### src/rtl/pipelined_bypass_adder.sv
// Pipelined carry-bypass adder/subtractor with optional signed saturation.
// Latency: STAGES cycles from input transfer to out_valid. Throughput: one op per cycle.
// Backpressure: the whole pipe advances together only when ~out_valid | out_ready, and in_ready follows that advance.
//
// Ports:
//    clk, rst               rising-edge clock, synchronous active-high reset
//    in_valid / in_ready    operand handshake (a, b, cin, sub, sat)
//    out_valid / out_ready  result handshake (sum, cout, overflow)
//    sum                    a+b+cin or a-b-cin, clamped when sat=1 and a signed overflow occurs
//    cout                   raw carry out of the MSB, taken after B is inverted for subtract
//    overflow               signed overflow of the unsaturated result
//
// WIDTH must be a multiple of STAGES*BLOCK. Stage k adds bits [k*WIDTH/STAGES +: WIDTH/STAGES].
module pipelined_bypass_adder #(
   parameter int WIDTH  = 32,
   parameter int BLOCK  = 4,
   parameter int STAGES = 2
) (
   input  logic             clk,
   input  logic             rst,
   input  logic             in_valid,
   output logic             in_ready,
   input  logic [WIDTH-1:0] a,
   input  logic [WIDTH-1:0] b,
   input  logic             cin,
   input  logic             sub,
   input  logic             sat,
   output logic             out_valid,
   input  logic             out_ready,
   output logic [WIDTH-1:0] sum,
   output logic             cout,
   output logic             overflow
);

   localparam int SEG  = WIDTH / STAGES;
   localparam int NBLK = SEG / BLOCK;

   logic advance;

   // Every stage shifts together, bubbles included. The pipe freezes only while a result waits downstream.
   assign advance  = ~out_valid | out_ready;
   assign in_ready = advance;

   for (genvar k = 0; k < STAGES; k++) begin : stg
      localparam int LOW = k * SEG;       // result bits already produced upstream
      localparam int REM = WIDTH - LOW;   // operand bits still to be added

      logic [REM-1:0]     op_a, op_b;
      logic               op_c, op_vld, op_sat;
      logic [SEG-1:0]     seg_sum;
      logic               seg_c;
      logic [LOW+SEG-1:0] lo_sum;
      logic [LOW+SEG-1:0] nx_res;
      logic               r_vld, r_c;
      logic [LOW+SEG-1:0] r_res;

      if (k == 0) begin : g_src
         // Subtraction is folded in here: invert B and the carry-in once at the entry point.
         assign op_a   = a;
         assign op_b   = sub ? ~b : b;
         assign op_c   = sub ? ~cin : cin;
         assign op_vld = in_valid;
         assign op_sat = sat;
         assign lo_sum = seg_sum;
      end else begin : g_src
         assign op_a   = stg[k-1].g_mid.r_a;
         assign op_b   = stg[k-1].g_mid.r_b;
         assign op_c   = stg[k-1].r_c;
         assign op_vld = stg[k-1].r_vld;
         assign op_sat = stg[k-1].g_mid.r_sat;
         assign lo_sum = {seg_sum, stg[k-1].r_res};
      end

      // Each block ripples internally. When every bit of the block propagates,
      // the block's carry-in is passed straight to the next block (the bypass).
      always_comb begin : seg_add
         logic c, cb, p, x;
         c       = op_c;
         cb      = 1'b0;
         p       = 1'b0;
         x       = 1'b0;
         seg_sum = '0;
         for (int j = 0; j < NBLK; j++) begin
            cb = c;
            p  = 1'b1;
            for (int i = 0; i < BLOCK; i++) begin
               x                      = op_a[j*BLOCK+i] ^ op_b[j*BLOCK+i];
               seg_sum[j*BLOCK+i]     = x ^ c;
               c                      = (op_a[j*BLOCK+i] & op_b[j*BLOCK+i]) | (x & c);
               p                      = p & x;
            end
            if (p) begin
               c = cb;
            end
         end
         seg_c = c;
      end

      if (k == STAGES - 1) begin : g_last
         logic c_msb, ovf;
         logic r_ovf;

         // The carry into the MSB is recovered from that bit's sum: s = a ^ b ^ c.
         assign c_msb  = seg_sum[SEG-1] ^ op_a[SEG-1] ^ op_b[SEG-1];
         assign ovf    = c_msb ^ seg_c;
         // On overflow, the sign of A gives the direction: a positive A can only overflow upward.
         assign nx_res = (op_sat & ovf) ?
                         (op_a[SEG-1] ? {1'b1, {(WIDTH-1){1'b0}}} : {1'b0, {(WIDTH-1){1'b1}}}) :
                         lo_sum;

         always_ff @(posedge clk) begin
            if (rst) begin
               r_ovf <= 1'b0;
            end else if (advance) begin
               r_ovf <= ovf;
            end
         end
      end else begin : g_mid
         // Operand bits above this segment travel to the stages that will add them.
         logic [REM-SEG-1:0] r_a, r_b;
         logic               r_sat;

         assign nx_res = lo_sum;

         always_ff @(posedge clk) begin
            if (rst) begin
               r_a   <= '0;
               r_b   <= '0;
               r_sat <= 1'b0;
            end else if (advance) begin
               r_a   <= op_a[REM-1:SEG];
               r_b   <= op_b[REM-1:SEG];
               r_sat <= op_sat;
            end
         end
      end

      always_ff @(posedge clk) begin
         if (rst) begin
            r_vld <= 1'b0;
            r_c   <= 1'b0;
            r_res <= '0;
         end else if (advance) begin
            r_vld <= op_vld;
            r_c   <= seg_c;
            r_res <= nx_res;
         end
      end
   end

   assign out_valid = stg[STAGES-1].r_vld;
   assign sum       = stg[STAGES-1].r_res;
   assign cout      = stg[STAGES-1].r_c;
   assign overflow  = stg[STAGES-1].g_last.r_ovf;

endmodule

### config.mk
export PLATFORM = sky130hd
export DESIGN_NAME = pipelined_bypass_adder
export DESIGN_NICKNAME = d
export VERILOG_FILES = /design/src/rtl/pipelined_bypass_adder.sv
export SDC_FILE = /design/constraint.sdc
export NUM_CORES = 1
export LEC_CHECK = 0
export ABC_AREA = 0
export CAP_MARGIN = 30
export CORE_MARGIN = 8
export CORE_UTILIZATION = 54
export DETAILED_ROUTE_END_ITERATION = 8
export GPL_TIMING_DRIVEN = 0
export PLACE_DENSITY = 0.85
export SLEW_MARGIN = 20
export SYNTH_ARGS = -nofsm -noshare
export SYNTH_HDL_FRONTEND = slang
export SYNTH_SLANG_ARGS = --single-unit
### constraint.sdc
create_clock -name clk -period 16 [get_ports clk]
set_input_delay 3.2 -clock clk [delete_from_list [all_inputs] [get_ports clk]]
set_output_delay 3.2 -clock clk [all_outputs]
set_load 0.005 [all_outputs]
; ---- After elaboration in Yosys (flattened, before gate mapping)
; Index checks and enable logic that the tools add are counted.
[totals]
ff_bits = 86
out_inout_bits = 36
inputBits = 71
[op_classes]
mux = 12
n_bitwise = 192
[op_table]
columns = op, n
row1 = 32-bit 2-to-1 mux, 3
row2 = 1-bit bitwise AND, 89
row3 = 1-bit XOR, 67
row4 = 1-bit OR, 33
row5 = 32-bit NOT, 1
row6 = 1-bit 2-to-1 mux, 9
row7 = 1-bit NOT, 2

; ---- Longest topological paths before layout
; Gate-level depths: netlist of the first run.
[logic_depth]
word_depth = 40
ltp_mapped = 32
ltp_nobuf = 30

; ---- Worst setup path after synthesis of the first run
; No wires, ideal clock.
[synth_path]
kind = in2reg
startpoint = input port sub
endpoint = register stg[0].r_res[15]
setup_ps = 132
t_required_ps = 15868
stages = 26
path_slack_ps = 4391
arrival_ps = 11476
cell_sequence = buf_2 -> buf_1 -> xor2_1 -> inv_1 -> fa_1 -> fa_1 -> fa_1 -> fa_1 -> mux2_2 -> fa_1 -> fa_1 -> fa_1 -> fa_1 -> mux2_2 -> fa_1 -> fa_1 -> fa_1 -> fa_1 -> mux2_2 -> fa_1 -> fa_1 -> fa_1 -> inv_1 -> fa_1 -> nand2_1 -> a21oi_1
[synth_via]
elab_chain_cells = 36
elab_cells_between_ends = 76
classes_between = mux: 5 / bitwise: 71
[synth_lines]
columns = item, line_no
row1 = start: declaration, 26  ; input logic sub,
row2 = 32-bit 2-to-1 mux, 60  ; assign op_b = sub ? ~b : b;
row3 = 1-bit XOR, 87  ; x = op_a[j*BLOCK+i] ^ op_b[j*BLOCK+i];
row4 = 1-bit bitwise AND, 89  ; c = (op_a[j*BLOCK+i] & op_b[j*BLOCK+i]) | (x & c);
row5 = 1-bit OR, 89
row6 = 1-bit bitwise AND, 89
row7 = 1-bit OR, 89
row8 = 1-bit bitwise AND, 89
row9 = 1-bit OR, 89
row10 = [... 21 more ...], --
row11 = 1-bit bitwise AND, 89
row12 = 1-bit OR, 89
row13 = 1-bit bitwise AND, 89
row14 = 1-bit OR, 89
row15 = 1-bit bitwise AND, 89
row16 = 1-bit OR, 89
row17 = 1-bit XOR *, 88  ; seg_sum[j*BLOCK+i] = x ^ c;
row18 = via stg[0].lo_sum[15], 52  ; logic [LOW+SEG-1:0] lo_sum;
row19 = end signal: assignment, 146  ; r_res <= nx_res;
row20 = end: declaration, 55  ; logic [LOW+SEG-1:0] r_res;
; Mark *: on every way through the listed nets, which the timed path passes. The rest lies on a longest branch.
; A chain may end at the register's enable or synchronous reset.

; ---- Worst setup path in the final report of the first run
; Same ends and word-level chain as after synthesis.

==> reports/metrics.cfg, run 1 <==
[status]
status = finished, final reports clean

[setup_path]
reg2reg_depth = 31
reg2reg_from = stg[0].r_c
cp_max_fo = 10
arrival_ps = 12190
end_kind = register
ff2ff_setup_slack_ps = 6560
worstSetupPathType = primary input to register
critPathLaunchType = primary input
worstReg2RegEnd = sum[14]
worst_ep_required_time_ps = 16240

[routing]
drc_errors = 0
drt-vias-per-instance = 5.54
num_vias = 3799
drt-pass1-iter-count = 4
drt-total-wl_um = 12200
ant_nets = 0
routedWlPerCell_um = 17.8
first_iter_violations = 147

[synthesis]
synthAdderAreaFrac_pct = 22.5
synth_compound_area_share_pct = 16.9
ys_seq_area_share_pct = 37.3
synthMuxAreaShare_pct = 1.06
yosys.area_share.simple_pct = 8.86
synth.distinct_cells = 38
netlist_area_um2 = 4620
yosys_warnings = 0
async_flop_share_pct = 0
yosysMostFrequentCell = dfxtp_1
synth_top_flop_cell = dfxtp_1
synth_top_family_by_area = adder cells
syn_nets = 595
synth_common_cells = dfxtp_1, inv_1, nand2_1
avgSynthCellArea_um2 = 10.0
synth_edf_count = 0
synthTopCellsByArea = dfxtp_1, fa_1, ha_1
synth_largest_area_cell = dfxtp_1
synth_top_area_share_pct = 37.3
synth_xor_area_share_pct = 6.64
synth_seq_cells = 86
syn_inst = 460

[power_and_ir_drop]
powerDensity_nw_per_um2 = 93.4
total_power_w = 0.000558
p_switching_w = 0.000172
combPwrFrac_pct = 27.3
p_int_w = 0.000387
ir_worst_vdd_mv = 0.0532
clkPwrFrac_pct = 25.5
p_sw_share_pct = 30.8
total_leakage_power_nw = 2.58
power.share.sequential_pct = 47.2

[cells_and_area]
fill_cells = 604
drive_gt1_share_pct = 4.82
insertedDiodeCount = 0
area_delta_synth_final_pct = 29.5
num-nets-final = 711
fin_area_um2 = 5980

[floorplan]
initial_core_util_pct = 55.9
num_rows = 33
core_um2 = 8260
die_h_um = 108
die_area_um2 = 11800
die_w_um = 108
num_io_pins = 107

[global_route]
grt_start_max_net_pins = 17
grt_pass1_vias = 3983
antenna_found_initial = 0
grt_pass1_wl_um = 19500
grt.total_usage_pct = 21.2
grt.overflow.total = 0

[min_path]
worstHoldPathCells = 2
hp-class = register to register
whs_endpoint = stg[0].r_res[15]
holdCritStartpoint = stg[0].r_res[15]

[placed_design]
place_congestion = 0.893
numPortBuffers = 105
post_dp_cell_area_um2 = 5800
dp_hpwl_um = 9680

[clock_network]
cts_hold_buf = 0
cts_tree = yes
cts_resized = 0
root_buffer = clkbuf_8
clockBufferDepth = 2
postCtsSetupBuffers = 0
clock_latency_ps = 360
clock-sinks = 86
cts_buffers = 9
clk_pin_slew_ps = 90
h-tree-depth = 3

[sta]
period_share_pct = 74.7
setup_viol = 0
worst_pin_slew_ps = 808
slew_headroom_pct = 46.1
clock_skew_ps = 9.04
final_hold_viol_count = 0
fmax_mhz = 83.7
fin_crit_ps = 11950
slew_violations = 0
tns_ps = 0
rsz0062_at_grt = false

[run]
maxCapViolations = 0

==> metal layers <==
layer / global-route usage (%) / wire length (um) / part of all wire [%]
met5: 0 / 0 / 0
met4: 8.11 / 233 / 1.9
met3: 5.35 / 921 / 7.5
met2: 38.2 / 6350 / 52
met1: 23.3 / 4710 / 39
==> through the flow <==
step / std cells / utilization (%) / hold WS, ps / worst slack, ps
2_1_floorplan: 460 / - / 432 / 4390
3_3_place_gp: 670 / 70.2 / 441 / 3870
3_5_place_dp: 670 / 70.2 / 448 / 3640
4_1_cts: 686 / 72.4 / 458 / 4030
5_1_grt: 686 / 72.4 / 490 / 3730
6_report: 686 / 72.4 / 458 / 4050
==> flip-flops by register name, indices dropped and copies added (netlist names) <==
name             cells
cout                 1
out_valid            1
overflow             1
stg.g_mid.r_a       16
stg.g_mid.r_b       16
stg.g_mid.r_sat      1
stg.r_c              1
stg.r_res           16
stg.r_vld            1
sum                 32
==> how the worst max path moves through the flow <==
| stage | startpoint | end |
|---|---|---|
| after floorplan | sub | stg[0].r_res[15] |
| after global placement | sub | stg[0].r_res[15] |
| after detailed placement | sub | stg[0].r_res[15] |
| after CTS | sub | stg[0].r_res[15] |
| after global routing | sub | stg[0].r_res[15] |
| final | sub | stg[0].r_res[15] |
==> critical path, stage by stage <==
cell and delay, ps:
buf_2 190, buf_1 580, xor2_1 270, inv_1 90
fa_1 420, fa_1 430, fa_1 430, fa_1 380
mux2_2 290, fa_1 410, fa_1 440, fa_1 430
fa_1 400, mux2_2 310, fa_1 420, fa_1 420
fa_1 420, fa_1 360, mux2_2 310, fa_1 430
fa_1 440, fa_1 410, inv_1 90, fa_1 460
nand2_1 100, a21oi_1 70
==> area by class of cell <==
| cell class | instances | area [um^2] | share of cell area [%] |
|---|---|---|---|
| Multi-Input combinational cell | 300 | 2590 | 43.3 |
| Sequential cell | 86 | 1720 | 28.8 |
| Timing Repair Buffer | 105 | 1050 | 17.6 |
| Inverter | 42 | 158 | 2.64 |
| Buffer | 32 | 151 | 2.53 |
| Tap cell | 105 | 131 | 2.20 |
| Clock buffer | 9 | 124 | 2.07 |
| Clock inverter | 7 | 57.6 | 0.962 |
==> logic make-up after synthesis <==
group           count (synthesis)
compound gates                101
xor+xnor                       35
fa+ha+maj                      64
buf+inv                        74
flops                          86
mux                             4
simple gates                   96
==> placed cells by master (no fill, tap or decap), types with 16 or more instances in the layout <==
| cell type | n |
|---|---|
| xor2_1 | 19 |
| a211oi_1 | 33 |
| dfxtp_1 | 86 |
| inv_1 | 42 |
| ha_1 | 32 |
| nand2_1 | 40 |
| a21oi_1 | 22 |
| xnor2_1 | 16 |
| nor2_1 | 39 |
| clkbuf_1 | 23 |
| clkdlybuf4s50_1 | 105 |
| fa_1 | 32 |
| a221o_1 | 30 |
==> power by group through the flow <==
stage	Sequential (W)	Combinational, W	Clock (W)
2_1_floorplan	0.000265	0.0000781	0
3_3_place_gp	0.000267	0.000144	0
3_5_place_dp	0.000268	0.000153	0
4_1_cts	0.000263	0.000153	0.000144
5_1_grt	0.000267	0.000168	0.000151
6_report	0.000264	0.000152	0.000143
(Power assumes the default switching activity.)
==> run 2: changes to the inputs <==
- CORE_UTILIZATION: 54 -> 51
- PLACE_DENSITY: 0.85 -> 0.81
- clock period: 16 -> 11.6 ns (I/O delays scaled with it)
==> reports/metrics.cfg, run 2 (synthesis gave the netlist of run 1 again) <==
[sta]
period_share_pct = 95.2
rsz0062_at_grt = false
clock_skew_ps = 11.6
fmax_mhz = 90.5
final_hold_viol_count = 0
tns_ps = 0
setup_viol = 0
hold_ws_ps = 468
fin_crit_ps = 11040
worst_pin_slew_ps = 787
slew_headroom_pct = 47.5
slew_violations = 0

[cells_and_area]
mostFrequentLayoutCells = clkdlybuf4s50_1, dfxtp_1, inv_1
insertedDiodeCount = 0
drive_gt1_share_pct = 4.82
final_util_pct = 68.7
layout_commonest_cell = clkdlybuf4s50_1
num-nets-final = 711
largest_reg_flops = 32
area_delta_synth_final_pct = 30.4

[power_and_ir_drop]
p_switching_w = 0.000232
p_sw_share_pct = 28.9
p_int_w = 0.000571
combPwrFrac_pct = 26.1
total_power_w = 0.000803
power.share.sequential_pct = 45.3
powerDensity_nw_per_um2 = 133
clkPwrFrac_pct = 28.6
ir_worst_vdd_mv = 0.0845
total_leakage_power_nw = 2.60

[clock_network]
cts_buffers = 9
cts_hold_buf = 0
h-tree-depth = 3
clk_pin_slew_ps = 90
clock_latency_ps = 360
cts_tree = yes
root_buffer = clkbuf_8
clockBufferDepth = 2
postCtsSetupBuffers = 0
clock-sinks = 86
cts_resized = 0

[floorplan]
die_h_um = 111
die_area_um2 = 12400
die_w_um = 111
num_io_pins = 107
num_rows = 34
core_um2 = 8760
initial_core_util_pct = 52.7

[placed_design]
numPortBuffers = 105
dp_hpwl_um = 9390
place_congestion = 0.879

[setup_path]
cp_max_fo = 10
arrival_ps = 11280
worstSetupPathType = primary input to register
end_kind = register
critPathLaunchType = primary input
worst_ep_required_time_ps = 11840

[routing]
drt-pass1-iter-count = 4
num_vias = 3712
first_iter_violations = 122
drt-total-wl_um = 11900
drc_errors = 0
ant_nets = 0
drt-vias-per-instance = 5.39
routedWlPerCell_um = 17.3

[global_route]
grt_pass1_wl_um = 20100
antenna_found_initial = 0
grt.total_usage_pct = 19.6
grt.overflow.total = 0
grt_start_max_net_pins = 15
grt_pass1_vias = 4197

[run]
maxCapViolations = 0

[min_path]
hp-class = register to register

[status]
status = finished, final reports clean

[run 2: critical path, cell delays in order]
cell     delay, ps
buf_2          190
buf_1          590
xor2_1         250
inv_1           80
fa_1           420
fa_1           430
fa_1           420
fa_1           380
mux2_2         300
fa_1           400
fa_1           440
fa_1           440
fa_1           390
mux2_2         310
fa_1           440
fa_1           400
fa_1           410
fa_1           370
mux2_2         300
fa_1           430
fa_1           430
fa_1           400
inv_1           80
fa_1           460
nand2_1        100
a21oi_1         70
[run 2: layer usage]
layer,share of wire [%],global-route usage (%),up-vias
li1,-,-,1789
met1,40,21.8,1778
met2,50,34.1,122
met3,7.2,5.03,23
met4,2.7,9.16,0
met5,0,0,-
[run 2: path summary, 6_finish.rpt]
kind	from	endpoint	slack, ps	depth (start not counted)
worst min-delay path	stg[0].r_res[15]	stg[0].r_res[15]	470	2
worst max-delay path	sub	stg[0].r_res[15]	560	26
worst max register to register	stg[0].g_mid.r_b[0]	sum[16]	2280	31
worst min register to register	stg[0].r_res[15]	stg[0].r_res[15]	470	2
[run 2: per-stage QoR]
stage                     cell area (um^2)  setup slack [ps]  std cells
final                                 6020               556        689
after global routing                  6020               280        689
after CTS                             6020               540        689
after detailed placement              5800               155        673
after global placement                5800               337        673
after floorplan                       4620               871        460
[run 2: layout make-up]
| cell class | instances | area [um^2] |
|---|---|---|
| fillers | 720 | 2740 |
| multi-input cells | 300 | 2590 |
| flip-flops and latches | 86 | 1720 |
| repair buffers | 105 | 1050 |
| clock buffers | 12 | 165 |
| inverters | 42 | 158 |
| plain buffers | 32 | 151 |
| well taps | 108 | 135 |
| clock inverters | 4 | 53.8 |
[run 2: power groups by stage]
| stage | clock, W | combinational (W) | sequential [W] |
|---|---|---|---|
| floorplan | 0 | 0.000108 | 0.000366 |
| global placement | 0 | 0.000201 | 0.000368 |
| detailed placement | 0 | 0.000211 | 0.000370 |
| CTS | 0.000228 | 0.000212 | 0.000364 |
| global route | 0.000242 | 0.000234 | 0.000368 |
| finish | 0.000229 | 0.000210 | 0.000364 |
==> run 3: changes to the inputs <==
- CORE_ASPECT_RATIO: not set -> 1.5
==> reports/metrics.cfg, run 3 (synthesis gave the netlist of run 1 again) <==
[cells_and_area]
insertedDiodeCount = 0
largest_reg_flops = 32
drive_gt1_share_pct = 4.82
mostFrequentLayoutCells = clkdlybuf4s50_1, dfxtp_1, inv_1
area_delta_synth_final_pct = 33.3
num-nets-final = 711
final_util_pct = 69.7
layout_commonest_cell = clkdlybuf4s50_1

[clock_network]
h-tree-depth = 3
root_buffer = clkbuf_16
clockBufferDepth = 2
cts_tree = yes
cts_buffers = 9
cts_resized = 0
postCtsSetupBuffers = 0
clock-sinks = 86
cts_hold_buf = 0
clk_pin_slew_ps = 60
clock_latency_ps = 340

[power_and_ir_drop]
total_leakage_power_nw = 2.67
powerDensity_nw_per_um2 = 147
ir_worst_vdd_mv = 0.121

[placed_design]
numPortBuffers = 105
place_congestion = 0.809
dp_hpwl_um = 9510

[routing]
ant_nets = 0
drc_errors = 0
first_iter_violations = 153
drt-pass1-iter-count = 5
routedWlPerCell_um = 17.0
drt-total-wl_um = 11800
num_vias = 3754
drt-vias-per-instance = 5.43

[status]
status = finished, final reports clean

[sta]
rsz0062_at_grt = false
slew_headroom_pct = 49.9
slew_violations = 0
tns_ps = 0
setup_viol = 0
period_share_pct = 95.7
fin_crit_ps = 11100
worst_pin_slew_ps = 751
clock_skew_ps = 6.81
fmax_mhz = 90.1
final_hold_viol_count = 0

[setup_path]
cpMaxStageDelayCell = buf_1
end_kind = register
critPathLaunchType = primary input
reg2reg_from = stg[0].r_c
cp_max_fo = 10
cp_common_cell = fa_1
worstSetupPathType = primary input to register
arrival_ps = 11300
worst_ep_required_time_ps = 11800
slowest_delay_ps = 570
setup.worst_path.start = sub

[global_route]
grt_pass1_wl_um = 18900
grt.total_usage_pct = 19.1
antenna_found_initial = 0
grt.overflow.total = 0
grt_pass1_vias = 4030
grt_start_max_net_pins = 15

[floorplan]
initial_core_util_pct = 52.3
num_rows = 42
core_um2 = 8830
die_area_um2 = 12400
die_w_um = 93.7
num_io_pins = 107
die_h_um = 133

[min_path]
hp-class = register to register
holdCritStartpoint = stg[0].r_vld

[run]
maxCapViolations = 0

-- run 3: cell count changes in the layout (fill, tap and decap cells not counted), sizes merged --
cell	delta
clkbuf	-2
bufinv	+2
clkinvlp	-2
clkinv	+2
-- run 3: path summary, 6_finish.rpt --
path | end | slack (ps) | cells past startpoint
setup reg to reg | sum[30] | 2200 | 31
hold / removal | stg[0].r_vld | 460 | 2
hold reg to reg | stg[0].r_vld | 460 | 2
setup / recovery | stg[0].r_res[15] | 500 | 26
-- run 3: power breakdown --
part	total (W)	leakage [nW]	switching, W	internal (W)
Sequential	0.000365	0.715	0.0000286	0.000336
Clock	0.000332	0.172	0.000116	0.000216
Combinational	0.000207	1.79	0.0000901	0.000117
-- run 3: per-layer routing --
| metal | track usage, % | part of all wire (%) |
|---|---|---|
| met2 | 36.3 | 56 |
| met4 | 8.24 | 2.2 |
| met1 | 19.1 | 37 |
| met3 | 3.74 | 5.0 |
| met5 | 0 | 0 |
-- run 3: layout make-up --
class	instances	area [um^2]
flip-flops and latches	86	1720
inverters	42	158
well taps	110	138
clock inverters	6	109
repair buffers	105	1050
fillers	674	2670
clock buffers	10	239
multi-input cells	300	2590
plain buffers	32	151
-- run 3: metrics by stage --
step	area, um^2	total power (W)	hold WS (ps)	setup WS (ps)	cells
global route	6150	0.000941	496	146	691
detailed placement	5810	0.000579	452	128	675
floorplan	4620	0.000473	432	871	460
finish	6150	0.000904	456	503	691
CTS	6150	0.000907	461	449	691
global placement	5810	0.000567	441	315	675
-- run 3: worst max-delay path, delay by kind of cell --
family                     cells  cell delay [ps]
AOI/OAI and AO/OA              1               80
xor gates and xnor gates       1              270
adders and majority gates     16             6630
buffers and inverters          4              950
muxes                          3              920
and+or+nand+nor                1              100
